`config.mk`:
```
export PLATFORM = sky130hd
export DESIGN_NAME = sram_link_initiator
export DESIGN_NICKNAME = d
export VERILOG_FILES = /design/src/rtl/sram_link_initiator.sv
export SDC_FILE = /design/constraint.sdc
export NUM_CORES = 1
export LEC_CHECK = 0
export BUFFER_PORTS_ARGS = -buffer_cell sky130_fd_sc_hd__buf_4
export CAP_MARGIN = 25
export CORE_MARGIN = 8
export CORE_UTILIZATION = 30
export CTS_CLUSTER_SIZE = 25
export DETAILED_ROUTE_END_ITERATION = 16
export PLACE_DENSITY_LB_ADDON = 0.15
export SETUP_SLACK_MARGIN = 0.15
export SYNTH_ARGS = -nofsm -noshare
export SYNTH_HDL_FRONTEND = slang
export SYNTH_SLANG_ARGS = --single-unit
```
`constraint.sdc`:
```
create_clock -name clk -period 3.01 [get_ports clk]
set_input_delay 0.4515 -clock clk [delete_from_list [all_inputs] [get_ports clk]]
set_output_delay 0.4515 -clock clk [all_outputs]
set_load 0.1 [all_outputs]
```
`src/rtl/sram_link_initiator.sv`:
```
// Host-side initiator for the byte-serial SRAM link: turns one word request into a
// command byte plus data bytes and assembles the word-level response.
module sram_link_initiator #(
   parameter int TIMEOUT_CYCLES = 1024,
   parameter int TO_W           = 16
) (
   input  logic        clk,
   input  logic        rst_n,
   input  logic        req_valid,
   output logic        req_ready,
   input  logic        req_write,
   input  logic [4:0]  req_addr,
   input  logic [31:0] req_wdata,
   output logic        link_tx_valid,
   input  logic        link_tx_ready,
   output logic [7:0]  link_tx_data,
   input  logic        link_rx_valid,
   output logic        link_rx_ready,
   input  logic [7:0]  link_rx_data,
   output logic        rsp_valid,
   input  logic        rsp_ready,
   output logic        rsp_write,
   output logic        rsp_err,
   output logic [31:0] rsp_rdata,
   output logic        drop_pulse
);

   // Handshakes: a transfer happens on a rising clk edge where valid && ready are both 1;
   // a valid source holds its data stable until that edge.
   typedef enum logic [2:0] {IDLE, CMD, WR_DATA, RD_COLLECT, RESP} state_t;

   state_t            state, state_d;
   logic [1:0]        cnt;
   logic [TO_W-1:0]   to_cnt;
   logic              wr_q;
   logic [4:0]        addr_q;
   logic [31:0]       wdata_q;
   logic              rx_fire;
   logic              to_hit;
   logic              last_byte;

   assign req_ready     = (state == IDLE);
   assign link_tx_valid = (state == CMD) || (state == WR_DATA);
   assign link_rx_ready = 1'b1;
   assign rsp_valid     = (state == RESP);

   assign rx_fire   = (state == RD_COLLECT) && link_rx_valid;
   assign last_byte = (cnt == 2'd3);
   // Fires on the cycle whose increment would bring the counter to the limit.
   assign to_hit    = (TIMEOUT_CYCLES != 0) && (to_cnt == TO_W'(TIMEOUT_CYCLES - 1));

   always_ff @(posedge clk or negedge rst_n) begin
      if (!rst_n) state <= IDLE;
      else        state <= state_d;
   end

   always_comb begin
      state_d = state;
      case (state)
         IDLE:       if (req_valid) state_d = CMD;
         CMD:        if (link_tx_ready) state_d = wr_q ? WR_DATA : RD_COLLECT;
         WR_DATA:    if (link_tx_ready && last_byte) state_d = RESP;
         RD_COLLECT: if ((rx_fire && last_byte) || to_hit) state_d = RESP;
         RESP:       if (rsp_ready) state_d = IDLE;
         default:    state_d = IDLE;
      endcase
   end

   always_ff @(posedge clk or negedge rst_n) begin
      if (!rst_n) begin
         cnt          <= 2'd0;
         to_cnt       <= '0;
         wr_q         <= 1'b0;
         addr_q       <= 5'd0;
         wdata_q      <= 32'd0;
         link_tx_data <= 8'd0;
         rsp_write    <= 1'b0;
         rsp_err      <= 1'b0;
         rsp_rdata    <= 32'd0;
         drop_pulse   <= 1'b0;
      end else begin
         drop_pulse <= link_rx_valid && (state != RD_COLLECT);
         case (state)
            IDLE: begin
               if (req_valid) begin
                  wr_q         <= req_write;
                  addr_q       <= req_addr;
                  wdata_q      <= req_wdata;
                  link_tx_data <= {2'b00, ~req_write, req_addr};
               end
            end
            CMD: begin
               if (link_tx_ready) begin
                  cnt <= 2'd0;
                  if (wr_q) begin
                     link_tx_data <= wdata_q[31:24];
                     wdata_q      <= {wdata_q[23:0], 8'h00};
                  end else begin
                     link_tx_data <= 8'd0;
                     to_cnt       <= '0;
                     rsp_rdata    <= 32'd0;
                  end
               end
            end
            WR_DATA: begin
               if (link_tx_ready) begin
                  cnt <= cnt + 2'd1;
                  if (last_byte) begin
                     link_tx_data <= 8'd0;
                     rsp_write    <= 1'b1;
                     rsp_err      <= 1'b0;
                     rsp_rdata    <= 32'd0;
                  end else begin
                     link_tx_data <= wdata_q[31:24];
                     wdata_q      <= {wdata_q[23:0], 8'h00};
                  end
               end
            end
            RD_COLLECT: begin
               to_cnt <= to_cnt + 1'b1;
               if (rx_fire) begin
                  cnt <= cnt + 2'd1;
                  case (cnt)
                     2'd0:    rsp_rdata[7:0]   <= link_rx_data;
                     2'd1:    rsp_rdata[15:8]  <= link_rx_data;
                     2'd2:    rsp_rdata[23:16] <= link_rx_data;
                     default: rsp_rdata[31:24] <= link_rx_data;
                  endcase
               end
               // A 4th byte landing on the timeout cycle still completes cleanly.
               if (state_d == RESP) begin
                  rsp_write <= 1'b0;
                  rsp_err   <= !(rx_fire && last_byte);
               end
            end
            default: ;
         endcase
      end
   end

endmodule
```
==> key figures, run 1 <==
Drt
  – Final ANT Viol Nets: 0
  – DR iter-0 viols: 146
  – Post-DR vias/cell: 4.755
  – Via count: 3,314
  – Drt total wl: 11,240 µm
  – Pre-antenna DRT Iters: 6
  – DRC: 0
  – Routed wire per std cell: 16.12 µm

Hold path
  – Hold Crit Class: in -> async

Synth
  – Post-synth EDFFs: 0
  – Largest cells by area after synthesis: dfrtp_1, mux2_2, mux2_1
  – Post-synth ARST share: 100.0%
  – Number of synthesis warnings: 0
  – Syn Area/Cell: 12.42 µm²
  – Post-Synthesis Cells: 380
  – Netlist cell types: 52
  – Synth top area share: 51.43%
  – Mapped cell area: 4720 µm²
  – Synth Net Count: 437
  – Most common cell in the netlist: dfrtp_1
  – Top cells by count, synth: dfrtp_1, mux2_2, nand2_1
  – Most common flop cell mapped by yosys: dfrtp_1
  – Leading area contributor after synthesis: dfrtp_1
  – Seq/Total Area, Yosys: 51.43%
  – Flops & latches, synth: 97

Floorplan
  – Io pins: 99
  – Row Count: 46
  – Die H: 141.4 µm
  – Die W: 141.4 µm
  – Initial Util: 30.15%
  – Die area: 20,000 µm²
  – Area of the core: 15,660 µm²

Run status
  – Status: finished, final reports clean

Clock tree
  – CTS tree: yes
  – Num CTS Buffers: 9
  – Sink Count: 97
  – Clock Latency Late Sink: 0.35 ns
  – Root Buffer: clkbuf_16
  – Clock transition at path regs: 0.07 ns
  – Max Buffers Root-to-Sink: 2
  – Postcts setup bufs: 0
  – Post-CTS Hold Fix Bufs: 0
  – Post-CTS resize count: 0
  – Max H-tree Level: 3

Setup path
  – Crit Path Category: reg -> out
  – Crit-path max FO: 38
  – Setup crit end kind: output port
  – CP Data Required Time: 2.56 ns
  – Critical Path Source Type: flip-flop
  – CP Data Arrival Time: 2.02 ns

Global routing
  – Met2 Track Usage GR: 18.32%
  – Global route overflow: 0
  – Grt met3 use: 3.360%
  – First-pass GRT wire length: 18,510 µm
  – Initial antenna violation count: 0
  – Total global-route track usage: 11.74%
  – Vias in the first global route: 3,445
  – Largest net degree at the start of global routing: 58
  – M1 GR Usage: 14.98%
  – Global route hottest layer: met2

STA
  – Setup TNS: 0 ns
  – Hold slack: 0.07655 ns
  – Layout Skew: 0.009974 ns
  – Tcrit/Tclk final: 82.18%
  – Maximum clock rate: 0.4043 GHz
  – Final setup viols: 0
  – Max-slew headroom: 52.83%
  – Max Slew Vio Count: 0
  – Hold Violations, Final: 0
  – RSZ-0062 raised after global routing: no
  – Tightest Pin Transition: 0.7045 ns
  – Tmin final: 2.474 ns

Layout
  – Fraction of layout cells with a size suffix above 1: 44.49%
  – Final cell count without fillers: 697
  – Area Overhead vs Synth: 27.60%
  – Fin nets: 533
  – N_diodes: 0

Placement
  – Buffers on Ports: 97
  – Routability-driven placement congestion ratio: 0.7217
  – DP HPWL: 8199 µm
  – Placed Instances: 681

Job
  – Max-cap viol count: 0
==> final cells by class <==
cell class                      instances  area, µm²
Fill cell                            1603       9633
Sequential cell                        97       2427
Multi-Input combinational cell        248       2133
Timing Repair Buffer                  105      825.8
Tap cell                              216      270.3
Clock buffer                            9      225.2
Clock inverter                          7      83.83
Inverter                               15      56.30
==> flip-flops by register name (all words and copies together), names as in the netlist <==
name,cells
wdata_q,32
rsp_write,1
wr_q,1
rsp_err,1
rsp_rdata,32
drop_pulse,1
state,3
to_cnt,16
link_tx_data,8
cnt,2
==> cells in the final DEF (no fill, tap or decap), types with 3 or more instances in the layout <==
master	n
a21oi_1	12
nor2b_1	3
o211ai_1	5
nand2b_1	3
clkbuf_16	9
dfrtp_1	97
inv_1	15
or4_1	4
o31ai_1	4
or3_1	8
mux2_1	8
a22o_1	6
nand3_1	7
and3_1	10
o21ai_0	15
mux2i_1	8
buf_12	3
ha_1	5
o211ai_4	4
and4_1	3
buf_4	102
nand2_1	22
nor2_1	7
and2_1	3
mux2_2	79
==> cell families after synthesis <==
group | Yosys count | synth area share (%)
XOR/XNOR | 3 | 0.5568
buffers and inverters | 35 | 3.579
flip-flops | 97 | 51.43
adder cells (fa/ha/maj) | 5 | 1.326
other | 1 | 0.07946
AND/OR/NAND/NOR | 82 | 10.10
AO/OA/AOI/OAI | 62 | 10.47
multiplexers | 95 | 22.46
==> worst paths after layout <==
check | endpoint | slack [ns] | startpoint | cells past startpoint
max in group asynchronous | wdata_q[7]$_DFFE_PN0P_ | 2.21 | rst_n | 2
min | rsp_rdata[13]$_DFFE_PN0P_ | 0.08 | rst_n | 1
min reg2reg | wdata_q[15]$_DFFE_PN0P_ | 0.50 | wdata_q[15]$_DFFE_PN0P_ | 1
max | link_tx_valid | 0.54 | state[1]$_DFF_PN0_ | 5
min in group clk | drop_pulse$_DFF_PN0_ | 0.35 | link_rx_valid | 2
max reg2reg | to_cnt[14]$_DFFE_PN0P_ | 0.90 | state[1]$_DFF_PN0_ | 4
==> routing by layer <==
layer  up-vias  wire length [µm]
li1       1570                 -
met2        70              5256
met4         0               175
met1      1662              5164
met5         -                 0
met3        12               641
==> worst max-delay path, stage by stage (launching register included) <==
cell,delay (ns)
dfrtp_1,0.67
nand2b_4,0.26
a21o_1,0.17
buf_12,0.22
inv_1,0.10
buf_4,0.24
==> stage by stage <==
step | instance area [µm²] | worst slack [ns] | utilization [%]
floorplan | 4730 | 0.5045 | -
CTS | 6022 | 0.5127 | 38.47
detailed placement | 5713 | 0.8825 | 36.49
global route | 6022 | 0.3987 | 38.47
finish | 6022 | 0.5364 | 38.47
global placement | 5713 | 0.9377 | 36.49
Power of run 1 is left out: the tool's default activity adds up to more than one toggle a clock period on the data nets, which glitch-free logic cannot reach.
==> run 2, diff against run 1 <==
clock period = 2.25 ns   (was 3.01 ns; I/O delays follow)
==> key figures, run 2 (synthesis results as in run 1) <==
Run status
  – Status: finished, final reports clean

Global routing
  – Total global-route track usage: 11.83% (+0.087 points)
  – Global route overflow: 0 (unchanged)
  – Largest net degree at the start of global routing: 58 (unchanged)
  – Initial antenna violation count: 0 (unchanged)
  – First-pass GRT wire length: 18,740 µm (+1.2%)
  – Vias in the first global route: 3,576 (+3.8%)

Placement
  – DP HPWL: 8368 µm (+2.1%)
  – Routability-driven placement congestion ratio: 0.7902 (+9.5%)
  – Buffers on Ports: 97 (unchanged)

Layout
  – Biggest regs: rsp_rdata x32, wdata_q x32, to_cnt x16
  – Fin nets: 543 (+1.9%)
  – N_diodes: 0 (unchanged)
  – Multi-input gate area: 2150 µm² (+0.76%)
  – Fraction of layout cells with a size suffix above 1: 46.03% (+1.5 points)
  – Post-layout util: 39.04% (+0.58 points)
  – Most frequent cells in the layout: buf_4, dfrtp_1, mux2_2
  – Fill cell count: 1,559 (-2.7%)
  – Area Overhead vs Synth: 29.51%
  – Seq. cell area: 2430 µm² (+0.10%)
  – Most common cell after layout, fill and taps aside: buf_4

Drt
  – Final ANT Viol Nets: 0 (unchanged)
  – Drt total wl: 11,530 µm (+2.6%)
  – Post-DR vias/cell: 4.736 (-0.40%)
  – Top layer in use: met4
  – Via count: 3,348 (+1.0%)
  – M1 WL: 5569 µm (+7.8%)
  – Pre-antenna DRT Iters: 4 (-2)
  – Routed wire per std cell: 16.30 µm (+1.1%)
  – DR iter-0 viols: 148 (+1.4%)
  – Met2 WL: 5180 µm (-1.4%)
  – DRC: 0 (unchanged)
  – Met3 routed WL: 587 µm (-8.4%)

Clock tree
  – CTS tree: yes
  – Root Buffer: clkbuf_16
  – Max Buffers Root-to-Sink: 2 (unchanged)
  – Clock Latency Late Sink: 0.34 ns (about the same)
  – Max H-tree Level: 3 (unchanged)
  – Num CTS Buffers: 9 (unchanged)
  – Sink Count: 97 (unchanged)
  – Clock transition at path regs: 0.07 ns (about the same)
  – Post-CTS Hold Fix Bufs: 0 (unchanged)

Hold path
  – Hold Crit Class: in -> async

STA
  – Tightest Pin Transition: 0.7762 ns (+0.07166 ns)
  – Layout Skew: 0.01093 ns (+0.0009593 ns)
  – Tcrit/Tclk final: 89.72%
  – Max-slew headroom: 48.26% (-4.6 points)
  – Max Slew Vio Count: 0 (unchanged)
  – Hold Violations, Final: 0 (unchanged)
  – Final setup viols: 0 (unchanged)
  – Tmin final: 2.019 ns
  – Maximum clock rate: 0.4954 GHz
  – RSZ-0062 raised after global routing: no

Setup path
  – Worst R2R Start: state[0]$_DFF_PN0_
  – Reg2reg end: wdata_q[12]$_DFFE_PN0P_
  – CP Data Required Time: 1.91 ns (-0.65 ns)
  – CP Data Arrival Time: 1.68 ns (-0.34 ns)
  – Critical Path Source Type: flip-flop
  – Flop2flop setup slack: 0.25 ns (-0.65 ns)
  – Crit Path Category: reg -> out
  – Setup crit end kind: output port
  – Worst reg-to-reg path cell count: 6 (+2)
  – Crit-path max FO: 19 (-50%)

Floorplan
  – Die H: 141.4 µm (unchanged)
  – Io pins: 99 (unchanged)
  – Area of the core: 15,660 µm² (unchanged)
  – Die W: 141.4 µm (unchanged)
  – Row Count: 46 (unchanged)
  – Initial Util: 30.15% (unchanged)
  – Die area: 20,000 µm² (unchanged)

Job
  – Max-cap viol count: 0 (unchanged)
==> run 2: layout make-up <==
class / instances / share of cell area, %
repair buffers: 115 / 15.23
flip-flops and latches: 97 / 39.75
clock inverters: 5 / 0.6346
well taps: 216 / 4.422
clock buffers: 11 / 3.808
multi-input cells: 248 / 35.17
inverters: 15 / 0.9826
==> run 2: through the flow <==
step	setup slack, ns	hold slack [ns]	instance area (µm²)	instances	TNS [ns]
finish	0.2312	0.06442	6112	707	0
global route	0.1504	0.1302	6112	707	0
CTS	0.1461	0.09045	6071	706	0
detailed placement	0.1451	0.4711	5769	688	0
global placement	0.1821	0.4744	5769	688	0
floorplan	-0.1896	0.04191	4733	380	-0.5145
==> run 2: timing repair <==
item / 4_1_cts / 5_1_grt
gates resized for setup: 4 / 3
endpoints found under the setup margin: 7 / 1
pin swaps: 0 / 0
cloned: 0 / 1
setup buffers: 2 / 0
==> run 2: metal layers <==
layer | vias to the layer above | track usage [%]
met1 | 1668 | 15.52
met5 | - | 0
li1 | 1599 | -
met3 | 10 | 3.696
met2 | 71 | 18.02
met4 | 0 | 4.240
==> run 2: worst max path at each step <==
stage / start / end / slack (ns)
3_3_place_gp: cnt[0]$_DFFE_PN0P_ / rsp_rdata[5]$_DFFE_PN0P_ / 0.18
2_1_floorplan: state[1]$_DFF_PN0_ / state[2]$_DFF_PN0_ / -0.19
4_1_cts: state[1]$_DFF_PN0_ / link_tx_valid / 0.15
3_5_place_dp: cnt[1]$_DFFE_PN0P_ / rsp_rdata[5]$_DFFE_PN0P_ / 0.15
6_report: state[1]$_DFF_PN0_ / link_tx_valid / 0.23
5_1_grt: cnt[0]$_DFFE_PN0P_ / rsp_rdata[30]$_DFFE_PN0P_ / 0.15
==> run 2: critical path: stages, from the launching register on <==
cell        delay [ns]
dfrtp_1           0.43
nand2b_4          0.21
a21o_4            0.26
buf_12            0.16
clkinvlp_4        0.10
buf_12            0.17
Power of run 2 is left out for the same reason.
==> run 3, diff against run 2 <==
RECOVER_POWER = 50   (was unset)
==> key figures, run 3 (synthesis results as in run 1) <==
Floorplan
  – Io pins: 99 (unchanged)
  – Initial Util: 30.15% (unchanged)
  – Area of the core: 15,660 µm² (unchanged)
  – Row Count: 46 (unchanged)
  – Die W: 141.4 µm (unchanged)
  – Die area: 20,000 µm² (unchanged)
  – Die H: 141.4 µm (unchanged)

Global routing
  – Initial antenna violation count: 0 (unchanged)
  – Largest net degree at the start of global routing: 58 (unchanged)
  – Total global-route track usage: 11.83% (unchanged)
  – First-pass GRT wire length: 18,740 µm (unchanged)
  – Vias in the first global route: 3,576 (unchanged)
  – Global route overflow: 0 (unchanged)

STA
  – Layout Skew: 0.01101 ns (+0.00008060 ns)
  – Hold Violations, Final: 0 (unchanged)
  – Tmin final: 2.018 ns (-0.0004820 ns)
  – Max Slew Vio Count: 57 (+57)
  – Final setup viols: 0 (unchanged)
  – Tightest Pin Transition: 1.529 ns (+0.7526 ns)
  – RSZ-0062 raised after global routing: no
  – Tcrit/Tclk final: 89.70% (about the same)
  – Max-slew headroom: -1.918% (-50 points)
  – Hold slack: 0.2267 ns (+0.1623 ns)
  – Maximum clock rate: 0.4955 GHz (about the same)

Setup path
  – Crit Path Category: reg -> out
  – Setup crit end kind: output port
  – Crit-path max FO: 19 (unchanged)
  – CP Data Required Time: 1.91 ns (about the same)
  – CP Data Arrival Time: 1.68 ns (about the same)
  – Critical Path Source Type: flip-flop

Drt
  – DRC: 0 (unchanged)
  – Post-DR vias/cell: 4.738 (about the same)
  – Routed wire per std cell: 16.36 µm (+0.36%)
  – Via count: 3,350 (+0.060%)
  – Drt total wl: 11,570 µm (+0.36%)
  – DR iter-0 viols: 169 (+14%)
  – Pre-antenna DRT Iters: 4 (unchanged)
  – Final ANT Viol Nets: 0 (unchanged)

Layout
  – Area Overhead vs Synth: 27.55%
  – Fin nets: 543 (unchanged)
  – Most frequent cells in the layout: dfrtp_1, buf_4, mux2_2
  – Multi-input gate area: 2150 µm² (unchanged)
  – Fraction of layout cells with a size suffix above 1: 41.55% (-4.5 points)
  – Final cell count without fillers: 707 (unchanged)
  – Most common cell after layout, fill and taps aside: dfrtp_1
  – Biggest regs: rsp_rdata x32, wdata_q x32, to_cnt x16
  – N_diodes: 0 (unchanged)
  – Seq. cell area: 2430 µm² (unchanged)
  – Fill cell count: 1,584 (+1.6%)

Clock tree
  – Sink Count: 97 (unchanged)
  – Post-CTS Hold Fix Bufs: 0 (unchanged)
  – Max Buffers Root-to-Sink: 2 (unchanged)
  – Root Buffer: clkbuf_16
  – Num CTS Buffers: 9 (unchanged)
  – Clock Latency Late Sink: 0.35 ns (about the same)
  – Max H-tree Level: 3 (unchanged)
  – Clock transition at path regs: 0.07 ns (about the same)
  – CTS tree: yes

Placement
  – Placed Instances: 688 (unchanged)
  – Routability-driven placement congestion ratio: 0.7902 (unchanged)
  – Buffers on Ports: 97 (unchanged)
  – DP HPWL: 8368 µm (unchanged)

Run status
  – Status: finished with violations
  – Failing checks: max-capacitance violations, max-slew violations

Hold path
  – Hold Crit Class: in -> reg

Job
  – Max-cap viol count: 1 (+1)
[run 3: changes by cell type in the layout (fill, tap and decap cells not counted)]
cell      delta
buf_4       -26
clkbuf_1    +22
clkbuf_2     +4
[run 3: what timing repair did]
item                                    in CTS  in global routing
endpoints found under the setup margin       7                  1
gates cloned                                 0                  1
resized for setup                            4                  3
endpoints found under the hold margin        0                  0
buffers inserted                             2                  0
[run 3: cell type report]
class / count / area share, %
well taps: 216 / 4.490
inverters: 15 / 0.9977
flip-flops and latches: 97 / 40.37
multi-input cells: 248 / 35.71
clock buffers: 11 / 3.866
clock inverters: 5 / 0.6444
repair buffers: 115 / 13.93
[run 3: layer usage]
metal  vias up  track usage (%)  part of all wire [%]
li1       1599                -                     -
met1      1664            15.52                    48
met2        77            18.02                    45
met3        10            3.696                   5.1
met4         0            4.240                   1.6
met5         -                0                     0
[run 3: metrics by stage]
| step | worst slack, ns | TNS (ns) | util [%] | instance area [µm²] |
|---|---|---|---|---|
| 2_1_floorplan | -0.1896 | -0.5145 | - | 4733 |
| 3_3_place_gp | 0.1821 | 0 | 36.85 | 5769 |
| 3_5_place_dp | 0.1451 | 0 | 36.85 | 5769 |
| 4_1_cts | 0.1461 | 0 | 38.78 | 6071 |
| 5_1_grt | 0.1504 | 0 | 38.45 | 6020 |
| 6_report | 0.2317 | 0 | 38.45 | 6020 |
[run 3: worst max-delay path: stages (launching register included)]
cell	delay, ns
dfrtp_1	0.43
nand2b_4	0.21
a21o_4	0.26
buf_12	0.16
clkinvlp_4	0.10
buf_12	0.17
[run 3: final timing paths]
| path | slack (ns) | cells past startpoint | endpoint | from |
|---|---|---|---|---|
| max | 0.23 | 5 | link_tx_valid | state[1]$_DFF_PN0_ |
| min | 0.23 | 2 | drop_pulse$_DFF_PN0_ | link_rx_valid |
| max reg2reg | 0.25 | 6 | wdata_q[12]$_DFFE_PN0P_ | state[0]$_DFF_PN0_ |
| min reg2reg | 0.49 | 1 | rsp_rdata[30]$_DFFE_PN0P_ | rsp_rdata[30]$_DFFE_PN0P_ |
| max in group asynchronous | 0.76 | 2 | rsp_rdata[8]$_DFFE_PN0P_ | rst_n |
| min in group asynchronous | 0.35 | 1 | wdata_q[0]$_DFFE_PN0P_ | rst_n |
Power of run 3 is left out for the same reason.
